==> src/rtl/alu_pkg.sv <==
// Shared types and constants for the operand loader.
package alu_pkg;

   typedef enum logic [1:0] {
      LOAD_A = 2'd0,
      LOAD_B = 2'd1,
      READY  = 2'd2
   } loader_state_t;

   localparam int unsigned DEBOUNCE_DEFAULT = 16;

endpackage

==> src/rtl/btn_debounce.sv <==
// Pushbutton conditioning: optional 2-flop synchronizer (LOADER_SYNC_EN) plus
// counter debouncer; emits a one-cycle press on a debounced rising level.
module btn_debounce
   import alu_pkg::*;
#(
   parameter int unsigned DEBOUNCE_CYCLES = DEBOUNCE_DEFAULT
) (
   input  logic clk,
   input  logic rst,
   input  logic btn_in,
   output logic press
);

   localparam int unsigned     CNT_W    = $clog2(DEBOUNCE_CYCLES);
   // The toggle edge is the one on which the count would reach DEBOUNCE_CYCLES-1,
   // so the stored count never exceeds DEBOUNCE_CYCLES-2.
   localparam logic [CNT_W-1:0] CNT_LAST = CNT_W'(DEBOUNCE_CYCLES - 2);

   logic             w_din;
   logic             r_level;
   logic             r_level_d;
   logic [CNT_W-1:0] r_cnt;

`ifdef LOADER_SYNC_EN
   logic r_sync1;
   logic r_sync2;

   always_ff @(posedge clk or posedge rst) begin
      if (rst) begin
         r_sync1 <= 1'b0;
         r_sync2 <= 1'b0;
      end else begin
         r_sync1 <= btn_in;
         r_sync2 <= r_sync1;
      end
   end

   assign w_din = r_sync2;
`else
   assign w_din = btn_in;
`endif

   always_ff @(posedge clk or posedge rst) begin
      if (rst) begin
         r_level   <= 1'b0;
         r_level_d <= 1'b0;
         r_cnt     <= '0;
      end else begin
         r_level_d <= r_level;
         if (w_din == r_level) begin
            r_cnt <= '0;
         end else if (r_cnt == CNT_LAST) begin
            r_level <= ~r_level;
            r_cnt   <= '0;
         end else begin
            r_cnt <= r_cnt + CNT_W'(1);
         end
      end
   end

   assign press = r_level & ~r_level_d;

endmodule

==> src/rtl/operand_loader.sv <==
// Two-operand capture FSM driven by a debounced load button.
// Define LOADER_SYNC_EN to add a 2-flop synchronizer on btn_load.
module operand_loader
   import alu_pkg::*;
#(
   parameter int unsigned DEBOUNCE_CYCLES = DEBOUNCE_DEFAULT,
   parameter int unsigned DATA_W          = 8
) (
   input  logic              clk,
   input  logic              rst,
   input  logic              btn_load,
   input  logic              btn_clr,
   input  logic [DATA_W-1:0] sw,
   output logic [DATA_W-1:0] reg_a,
   output logic [DATA_W-1:0] reg_b,
   output logic              valid,
   output logic [1:0]        state_o,
   output logic              load_pulse
);

   localparam logic [1:0] ST_LOAD_A = LOAD_A;
   localparam logic [1:0] ST_LOAD_B = LOAD_B;
   localparam logic [1:0] ST_READY  = READY;

   logic              w_press;
   logic [1:0]        r_state;
   logic [DATA_W-1:0] r_a;
   logic [DATA_W-1:0] r_b;
   logic              r_pulse;

   btn_debounce #(
      .DEBOUNCE_CYCLES(DEBOUNCE_CYCLES)
   ) u_btn_debounce (
      .clk   (clk),
      .rst   (rst),
      .btn_in(btn_load),
      .press (w_press)
   );

   always_ff @(posedge clk or posedge rst) begin
      if (rst) begin
         r_state <= ST_LOAD_A;
         r_a     <= '0;
         r_b     <= '0;
         r_pulse <= 1'b0;
      end else begin
         r_pulse <= 1'b0;
         // Clear takes priority; a press landing on the same edge is dropped.
         if (btn_clr) begin
            r_state <= ST_LOAD_A;
            r_a     <= '0;
            r_b     <= '0;
         end else begin
            case (r_state)
               ST_LOAD_A: begin
                  if (w_press) begin
                     r_a     <= sw;
                     r_state <= ST_LOAD_B;
                     r_pulse <= 1'b1;
                  end
               end
               ST_LOAD_B: begin
                  if (w_press) begin
                     r_b     <= sw;
                     r_state <= ST_READY;
                     r_pulse <= 1'b1;
                  end
               end
               ST_READY: begin
                  if (w_press) begin
                     r_state <= ST_LOAD_A;
                  end
               end
               default: r_state <= ST_LOAD_A;
            endcase
         end
      end
   end

   assign reg_a      = r_a;
   assign reg_b      = r_b;
   assign valid      = (r_state == ST_READY);
   assign state_o    = r_state;
   assign load_pulse = r_pulse;

endmodule
==> config.mk <==
export PLATFORM = sky130hd
export DESIGN_NAME = operand_loader
export DESIGN_NICKNAME = d
export VERILOG_FILES = /design/src/rtl/alu_pkg.sv /design/src/rtl/btn_debounce.sv /design/src/rtl/operand_loader.sv
export SDC_FILE = /design/constraint.sdc
export NUM_CORES = 1
export LEC_CHECK = 0
export BUFFER_PORTS_ARGS = -buffer_cell sky130_fd_sc_hd__buf_2
export CAP_MARGIN = 25
export CORE_MARGIN = 2
export CORE_UTILIZATION = 40
export DETAILED_ROUTE_END_ITERATION = 6
export GPL_TIMING_DRIVEN = 1
export PLACE_DENSITY_LB_ADDON = 0.08
export SETUP_SLACK_MARGIN = 0.1
export SLEW_MARGIN = 30
export SYNTH_ARGS = -nofsm -noshare
export SYNTH_HDL_FRONTEND = slang
export SYNTH_SLANG_ARGS = --single-unit
==> constraint.sdc <==
create_clock -name clk -period 2.73 [get_ports clk]
set_input_delay 0.546 -clock clk [delete_from_list [all_inputs] [get_ports clk]]
set_output_delay 0.546 -clock clk [all_outputs]
set_load 0.02 [all_outputs]
==> impl_metrics.yaml, run 1 <==
status:
  status: "finished clean"
cts:
  numCtsBuffers: 3
  cts_tree: "built"
  cts_setup_buffers: 0
  cts_resized: 0
  ctsHoldBuffers: 0
  cts_buffer_depth: 2
  clk_pin_slew_worst_paths_ns: 0.14
  clk_latency_ns: 0.33
  clockRootBuffer: "clkbuf_4"
  h-tree-depth: 1
  clock_sinks: 25
finish:
  fillCellCount: 260
  ff_latch_area_um2: 625.6
  num_antenna_cells: 0
  final_common_cell: "nand2_1"
  fin_cells: 164
  area_growth_syn_to_layout_pct: 19.44
  drive_gt1_frac: 0.2910
  multi_input_area_um2: 381.6
  fin_nets: 149
  mostFrequentLayoutCells: "33 x nand2_1, 31 x buf_2, 25 x dfrtp_1"
job:
  max_cap_violations: 0
logic_synthesis:
  syn_area_um2: 1036
  synthArstFlopShare: 1.000
  synth_seq_cells: 25
  yosysSeqAreaShare: 0.6039
  synth_enable_flop_cells: 0
  syn-num-nets: 118
  synth.distinct_cells: 19
  syn_inst: 104
  syn-mean-instance-area_um2: 9.961
  yosys_warnings: 0
  synth_ff_type: "dfrtp_1"
pwr:
  p_leak_nw: 0.6253
  peakVddDrop_mv: 0.3410
  power_density_nw_per_um2: 536.9
global_routing:
  grt_max_degree: 26
  grt_pass1_vias: 768
  grtUsageTotal: 0.1631
  grt_overflow_total: 0
  grt_pass1_wl_mm: 3.408
  antenna_found_initial: 0
die:
  die_w_um: 54.89
  die_y_um: 54.89
  core-area_um2: 2455
  rows: 18
  dieArea_um2: 3013
  initial_core_util: 0.4220
  pin_count: 32
critical_path:
  crit_fanout: 8
  crit_type: "register to output pin"
  reg2reg_depth: 3
  end_kind: "output pin"
  crit_path_start_kind: "register"
  rr_startpoint: "state_o[1]$_DFFE_PP0P_"
  r2r_end: "reg_a[3]$_DFFE_PP0P_"
  worst_ep_arrival_time_ns: 1.20
  rrSetupSlack_ns: 1.23
  required_ns: 2.18
detailed_routing:
  drt_first_pass_iters: 4
  drc_errors: 0
  wl_per_cell_um: 13.07
  vias: 823
  ant_nets: 0
  avgViaCountPerCell: 5.018
  wl_mm: 2.144
  dr.first_iter.drc_count: 11
sta:
  fin_crit_ns: 1.744
  worst_slew_pin_slew_ns: 0.6993
  setup_tns_ns: 0
  finClkSkew_ns: 0.008790
  period_share: 0.6387
  final-max-slew-violation-count: 0
  fin_ws_ns: 0.9865
  finalHoldViolCount: 0
  rsz0062_at_grt: "no"
  slew_headroom: 0.5326
  finalSetupViolCount: 0
  fmax_mhz: 573.5
placement:
  port-buffer-count: 31
  dp_hpwl_mm: 1.538
  place_congestion: 0.6909
  dp.cells: 160
  dp_slack_ns: 1.247
hold_path:
  hold_class: "primary input to async pin"
==> area by class of cell <==
type	count	share of cell area
clock buffer	3	0.01820
timing repair buffer	31	0.1254
inverter	2	0.006067
multi-input combinational	72	0.3084
tap	30	0.03033
clock inverter	1	0.006067
sequential	25	0.5056
==> worst max-delay path: stages (launching register included) <==
cell	delay (ns)
dfrtp_1	0.49
nor2b_1	0.20
buf_2	0.19
==> report_power, final <==
part,switching (W),internal [W],leakage (nW)
Clock,0.000115,0.0000561,0.0139
Sequential,0.0000167,0.000389,0.338
Combinational,0.0000556,0.0000318,0.274
==> state kept, by name, summed over array words and instances (netlist names) <==
register	count
reg_b	8
state_o	2
load_pulse	1
reg_a	8
u_btn_debounce.r_level_d	1
u_btn_debounce.r_cnt	4
u_btn_debounce.r_level	1
==> per-layer routing <==
metal	track usage	share of wire
met5	0	0
met1	0.2067	0.46
met3	0.02957	0.050
met2	0.2659	0.47
met4	0.08537	0.020
==> through the flow <==
step | area, um2 | hold slack [ns] | util | total power, W
after floorplan | 1036 | 0.4520 | - | 0.0004693
after detailed placement | 1207 | 0.4800 | 0.4918 | 0.0005020
final | 1237 | 0.2294 | 0.5041 | 0.0006644
after CTS | 1237 | 0.4263 | 0.5041 | 0.0006741
after global routing | 1237 | 0.2621 | 0.5041 | 0.0007004
after global placement | 1207 | 0.4679 | 0.4918 | 0.0004996
==> cell usage after synthesis, types with 2 or more instances <==
cell type,instances,area share
clkbuf_1,3,0.011
nand2_1,33,0.12
dfrtp_1,25,0.60
nor2_1,5,0.018
a21oi_1,17,0.082
nor3_1,2,0.0097
inv_1,2,0.0072
buf_2,2,0.0097
nand3_1,2,0.0097
ha_1,2,0.024
xor2_1,3,0.025
==> logic make-up (layout without fill, tap and decap cells) <==
| kind of cell | after synthesis | after routing | share of synthesized area |
|---|---|---|---|
| simple gates | 48 | 48 | 0.2174 |
| flops | 25 | 25 | 0.6039 |
| compound gates | 17 | 17 | 0.08212 |
| buf+inv | 7 | 37 | 0.02778 |
| xor+xnor | 4 | 4 | 0.03382 |
| fa+ha+maj | 2 | 2 | 0.02415 |
| mux | 1 | 1 | 0.01087 |
==> how the worst max path moves through the flow <==
stage / from / to / slack, ns
after floorplan: state_o[1]$_DFFE_PP0P_ / valid / 1.25
after global placement: state_o[1]$_DFFE_PP0P_ / reg_a[3]$_DFFE_PP0P_ / 1.28
after detailed placement: state_o[1]$_DFFE_PP0P_ / reg_a[6]$_DFFE_PP0P_ / 1.25
after CTS: state_o[1]$_DFFE_PP0P_ / valid / 0.97
after global routing: state_o[1]$_DFFE_PP0P_ / valid / 0.88
final: state_o[1]$_DFFE_PP0P_ / valid / 0.99
Note: power is estimated with default switching activity, not from simulation.
==> inputs of run 2 (changes only) <==
==> constraint.sdc (replaced) <==
create_clock -name clk -period 1.73 [get_ports clk]
set_input_delay 0.346 -clock clk [delete_from_list [all_inputs] [get_ports clk]]
set_output_delay 0.346 -clock clk [all_outputs]
set_load 0.02 [all_outputs]
==> run 2 against run 1 <==
Sequential power rose by 58%. Cell area grew 0.91%. Routed wire length shrank 3.9%. Non-clock buffer count increased by 2. Global-route usage decreased by 0.55 points. Sequential cell count unchanged. Clock power increased by 44%. Critical endpoint unchanged. Largest power group unchanged.
==> impl_metrics.yaml, run 2 (synthesis gave the netlist of run 1 again) <==
detailed_routing:
  avgViaCountPerCell: 4.813
  dr.first_iter.drc_count: 7
  ant_nets: 0
  drc_errors: 0
  wl_mm: 2.060
  drt_first_pass_iters: 3
  wl_per_cell_um: 12.41
  vias: 799
sta:
  fin_crit_ns: 1.502
  finalHoldViolCount: 0
  worst_slew_pin_slew_ns: 0.4059
  fmax_mhz: 665.6
  period_share: 0.8684
  rsz0062_at_grt: "no"
  finClkSkew_ns: 0.009786
  setup_tns_ns: 0
  finalSetupViolCount: 0
  slew_headroom: 0.7279
  final-max-slew-violation-count: 0
critical_path:
  crit_chain: "nor2b_1, buf_2"
  reg2reg_depth: 3
  crit_fanout: 8
  path_buf_inv: 1
  rr_startpoint: "state_o[0]$_DFFE_PP0P_"
  cp_top_family: "flip-flops"
  r2r_end: "reg_a[1]$_DFFE_PP0P_"
  crit_path_start_kind: "register"
  rrSetupSlack_ns: 0.25
  worst_ep_arrival_time_ns: 1.16
  end_kind: "output pin"
  critPathSlowestCell: "dfrtp_1"
  crit_type: "register to output pin"
  crit_path_max_incr_delay_ns: 0.48
  required_ns: 1.38
cts:
  cts_tree: "built"
  clk_latency_ns: 0.30
  clock_sinks: 25
  h-tree-depth: 1
  cts_resized: 0
  clk_pin_slew_worst_paths_ns: 0.13
  cts_setup_buffers: 0
  cts_buffer_depth: 2
  ctsHoldBuffers: 0
  clockRootBuffer: "clkbuf_4"
  numCtsBuffers: 3
pwr:
  peakVddDrop_mv: 0.4160
  p_leak_nw: 0.6374
  power_density_nw_per_um2: 823.5
global_routing:
  grt_pass1_vias: 769
  grtUsageTotal: 0.1576
  antenna_found_initial: 0
  grt_pass1_wl_mm: 3.387
  grt_max_degree: 26
  grt_overflow_total: 0
die:
  core-area_um2: 2455
  die_y_um: 54.89
  dieArea_um2: 3013
  rows: 18
  initial_core_util: 0.4220
  die_w_um: 54.89
  pin_count: 32
finish:
  final_cell_area_um2: 1249
  drive_gt1_frac: 0.2868
  final_common_cell: "nand2_1"
  fin_nets: 151
  area_growth_syn_to_layout_pct: 20.53
  mostFrequentLayoutCells: "33 x nand2_1, 31 x buf_2, 25 x dfrtp_1"
  post-route-util: 0.5087
  num_antenna_cells: 0
placement:
  placed_cell_area_um2: 1222
  port-buffer-count: 31
  place_congestion: 0.6577
  dp_hpwl_mm: 1.496
status:
  status: "finished clean"
hold_path:
  hold_class: "primary input to async pin"
job:
  max_cap_violations: 0
## run 2: cell types whose count changed in the layout (fill, tap and decap cells not counted), sizes merged
cell	previous run	this run
buf	31	33
clkbuf	3	4
clkinvlp	1	0
## run 2: through the flow
stage	cells	setup WS [ns]	total power [W]	hold WS, ns
after CTS	166	0.2123	0.001048	0.06331
final	166	0.2276	0.001028	0.06003
after global placement	162	0.2923	0.0007923	0.4097
after detailed placement	162	0.2538	0.0007963	0.4117
after global routing	166	0.1136	0.001093	0.08469
after floorplan	104	0.3055	0.0007406	0.3733
## run 2: how the worst max path moves through the flow
stage,from,to,depth (start not counted)
after CTS,state_o[1]$_DFFE_PP0P_,valid,2
after global placement,state_o[0]$_DFFE_PP0P_,reg_a[5]$_DFFE_PP0P_,3
after floorplan,state_o[1]$_DFFE_PP0P_,reg_a[5]$_DFFE_PP0P_,4
after global routing,state_o[1]$_DFFE_PP0P_,valid,2
final,state_o[1]$_DFFE_PP0P_,valid,2
after detailed placement,state_o[1]$_DFFE_PP0P_,reg_a[1]$_DFFE_PP0P_,3
## run 2: cell type report
type                            instances  area (um2)
Sequential cell                        25       625.6
Fill cell                             257        1206
Clock buffer                            4       26.28
Timing Repair Buffer                   33       170.2
Tap cell                               30       37.54
Inverter                                2       7.507
Multi-Input combinational cell         72       381.6
## run 2: worst min-delay path: cells and delay by family
family                 cells  cell delay, ns
buffers and inverters      3            0.43
## run 2: per-layer routing
layer	vias to the layer above	GRT usage	part of all wire
li1	402	-	-
met1	376	0.1983	0.47
met2	19	0.2659	0.47
met3	2	0.03226	0.054
met4	0	0.06098	0.0078
met5	-	0	0
## run 2: report_power, final
| part | leakage, nW | switching (W) | internal (W) |
|---|---|---|---|
| combinational | 0.285 | 0.0000874 | 0.0000535 |
| sequential | 0.338 | 0.0000259 | 0.000614 |
| clock | 0.0150 | 0.000158 | 0.0000897 |
==> inputs of run 3 (changes only) <==
==> constraint.sdc (replaced) <==
create_clock -name clk -period 1.35 [get_ports clk]
set_input_delay 0.27 -clock clk [delete_from_list [all_inputs] [get_ports clk]]
set_output_delay 0.27 -clock clk [all_outputs]
set_load 0.02 [all_outputs]
==> run 3 against run 2 <==
The flow now finishes with violations (setup timing). Critical endpoint unchanged. Core utilization rose by 5.9 points. Largest power group unchanged. Combinational power rose by 70%. Sequential share of layout area fell by 5.0 points. Clock power up 39%.
==> impl_metrics.yaml, run 3 (synthesis gave the netlist of run 1 again) <==
sta:
  finClkSkew_ns: 0.009052
  rsz0062_at_grt: "yes"
  final-max-slew-violation-count: 0
  slew_headroom: 0.6529
  finalHoldViolCount: 0
  fin_crit_ns: 1.398
  fin_ws_ns: -0.04805
  whs_ns: 0.1835
  finalSetupViolCount: 1
  period_share: 1.036
  setup_tns_ns: -0.04805
  worst_slew_pin_slew_ns: 0.5201
  fmax_mhz: 715.3
detailed_routing:
  wl_per_cell_um: 12.75
  ant_nets: 0
  avgViaCountPerCell: 4.949
  vias: 866
  drc_errors: 0
  wl_mm: 2.231
  dr.first_iter.drc_count: 12
  drt_first_pass_iters: 3
global_routing:
  grtUsageTotal: 0.1746
  grt_pass1_wl_mm: 3.698
  grt_max_degree: 20
  grt_pass1_vias: 876
  antenna_found_initial: 0
  grt_overflow_total: 0
cts:
  cts_buffer_depth: 2
  clk_pin_slew_worst_paths_ns: 0.15
  clk_latency_ns: 0.32
  clockRootBuffer: "clkbuf_4"
  clock_sinks: 25
  h-tree-depth: 1
  numCtsBuffers: 3
  cts_tree: "built"
critical_path:
  crit_type: "register to output pin"
  path_buf_inv: 2
  end_kind: "output pin"
  crit_fanout: 6
  crit_path_start_kind: "register"
  crit_chain: "buf_6, nor2b_4, buf_6"
  rrSetupSlack_ns: 0.04
  worst_ep_arrival_time_ns: 1.13
  crit_path_max_incr_delay_ns: 0.44
  path_common_cell: "buf_6"
  critPathSlowestCell: "dfrtp_2"
  cp_top_family: "flip-flops"
  required_ns: 1.08
job:
  max_cap_violations: 0
pwr:
  p_leak_nw: 0.6851
  power_density_nw_per_um2: 1002
  peakVddDrop_mv: 0.7717
  power.total_w: 0.001397
die:
  pin_count: 32
  die_y_um: 54.89
  rows: 18
  core-area_um2: 2455
  die_w_um: 54.89
  initial_core_util: 0.4220
  dieArea_um2: 3013
finish:
  area_growth_syn_to_layout_pct: 34.54
  num_antenna_cells: 0
  drive_gt1_frac: 0.4345
  mostFrequentLayoutCells: "30 x buf_2, 28 x nand2_1, 23 x dfrtp_1"
  fin_nets: 160
  final_common_cell: "buf_2"
hold_path:
  hold_class: "primary input to register"
status:
  status: "complete, but fails checks"
  violations: "setup timing"
placement:
  place_congestion: 0.6738
  dp_hpwl_mm: 1.632
  port-buffer-count: 31
run 3: final cells by class:
cell class,count,area [um2]
inverter,2,7.507
clock inverter,1,7.507
fill,220,1061
timing repair buffer,42,261.5
tap,30,37.54
clock buffer,3,22.52
sequential,25,628.1
multi-input combinational,72,429.2
run 3: worst min-delay path, cell delays in order:
cell and delay [ns]:
buf_2 0.11, nand2_1 0.05, a21oi_1 0.05
run 3: timing repair:
action	in CTS	in global routing
hold buffers	1	0
pin swaps	9	1
endpoints found under the hold margin	12	0
endpoints found under the setup margin	19	22
gates resized for setup	17	3
buffers inserted	0	2
run 3: through the flow:
stage / std cells / worst slack, ns / util / cell area (um2)
floorplan: 104 / -0.02617 / - / 1045
global placement: 168 / -0.009241 / 0.5173 / 1270
detailed placement: 168 / -0.04022 / 0.5173 / 1270
CTS: 173 / -0.07046 / 0.5566 / 1366
global route: 175 / -0.1026 / 0.5678 / 1394
finish: 175 / -0.04805 / 0.5678 / 1394
run 3: routing by layer:
metal  wire length [um]  track usage  vias up
met2               1097       0.2976       20
li1                   -            -      425
met4                 19      0.07317        0
met5                  0            0        -
met3                124      0.02688        2
met1                989       0.2201      419
run 3: path summary, 6_finish.rpt:
kind,endpoint,start,depth (start not counted)
worst min-delay path,reg_b[2]$_DFFE_PP0P_,sw[2],3
worst min register to register,u_btn_debounce.r_cnt[0]$_DFF_PP0_,u_btn_debounce.r_cnt[0]$_DFF_PP0_,1
worst max-delay path,valid,state_o[0]$_DFFE_PP0P_,3
max in group asynchronous,reg_a[7]$_DFFE_PP0P_,rst,4
worst max register to register,reg_a[3]$_DFFE_PP0P_,u_btn_debounce.r_level_d$_DFF_PP0_,3
min in group asynchronous,u_btn_debounce.r_level$_DFFE_PP0P_,rst,3
run 3: power breakdown:
part | total, W | leakage, nW | switching [W] | internal [W]
clock | 0.000343 | 0.0139 | 0.000230 | 0.000113
sequential | 0.000815 | 0.335 | 0.0000275 | 0.000788
combinational | 0.000239 | 0.337 | 0.000136 | 0.000103
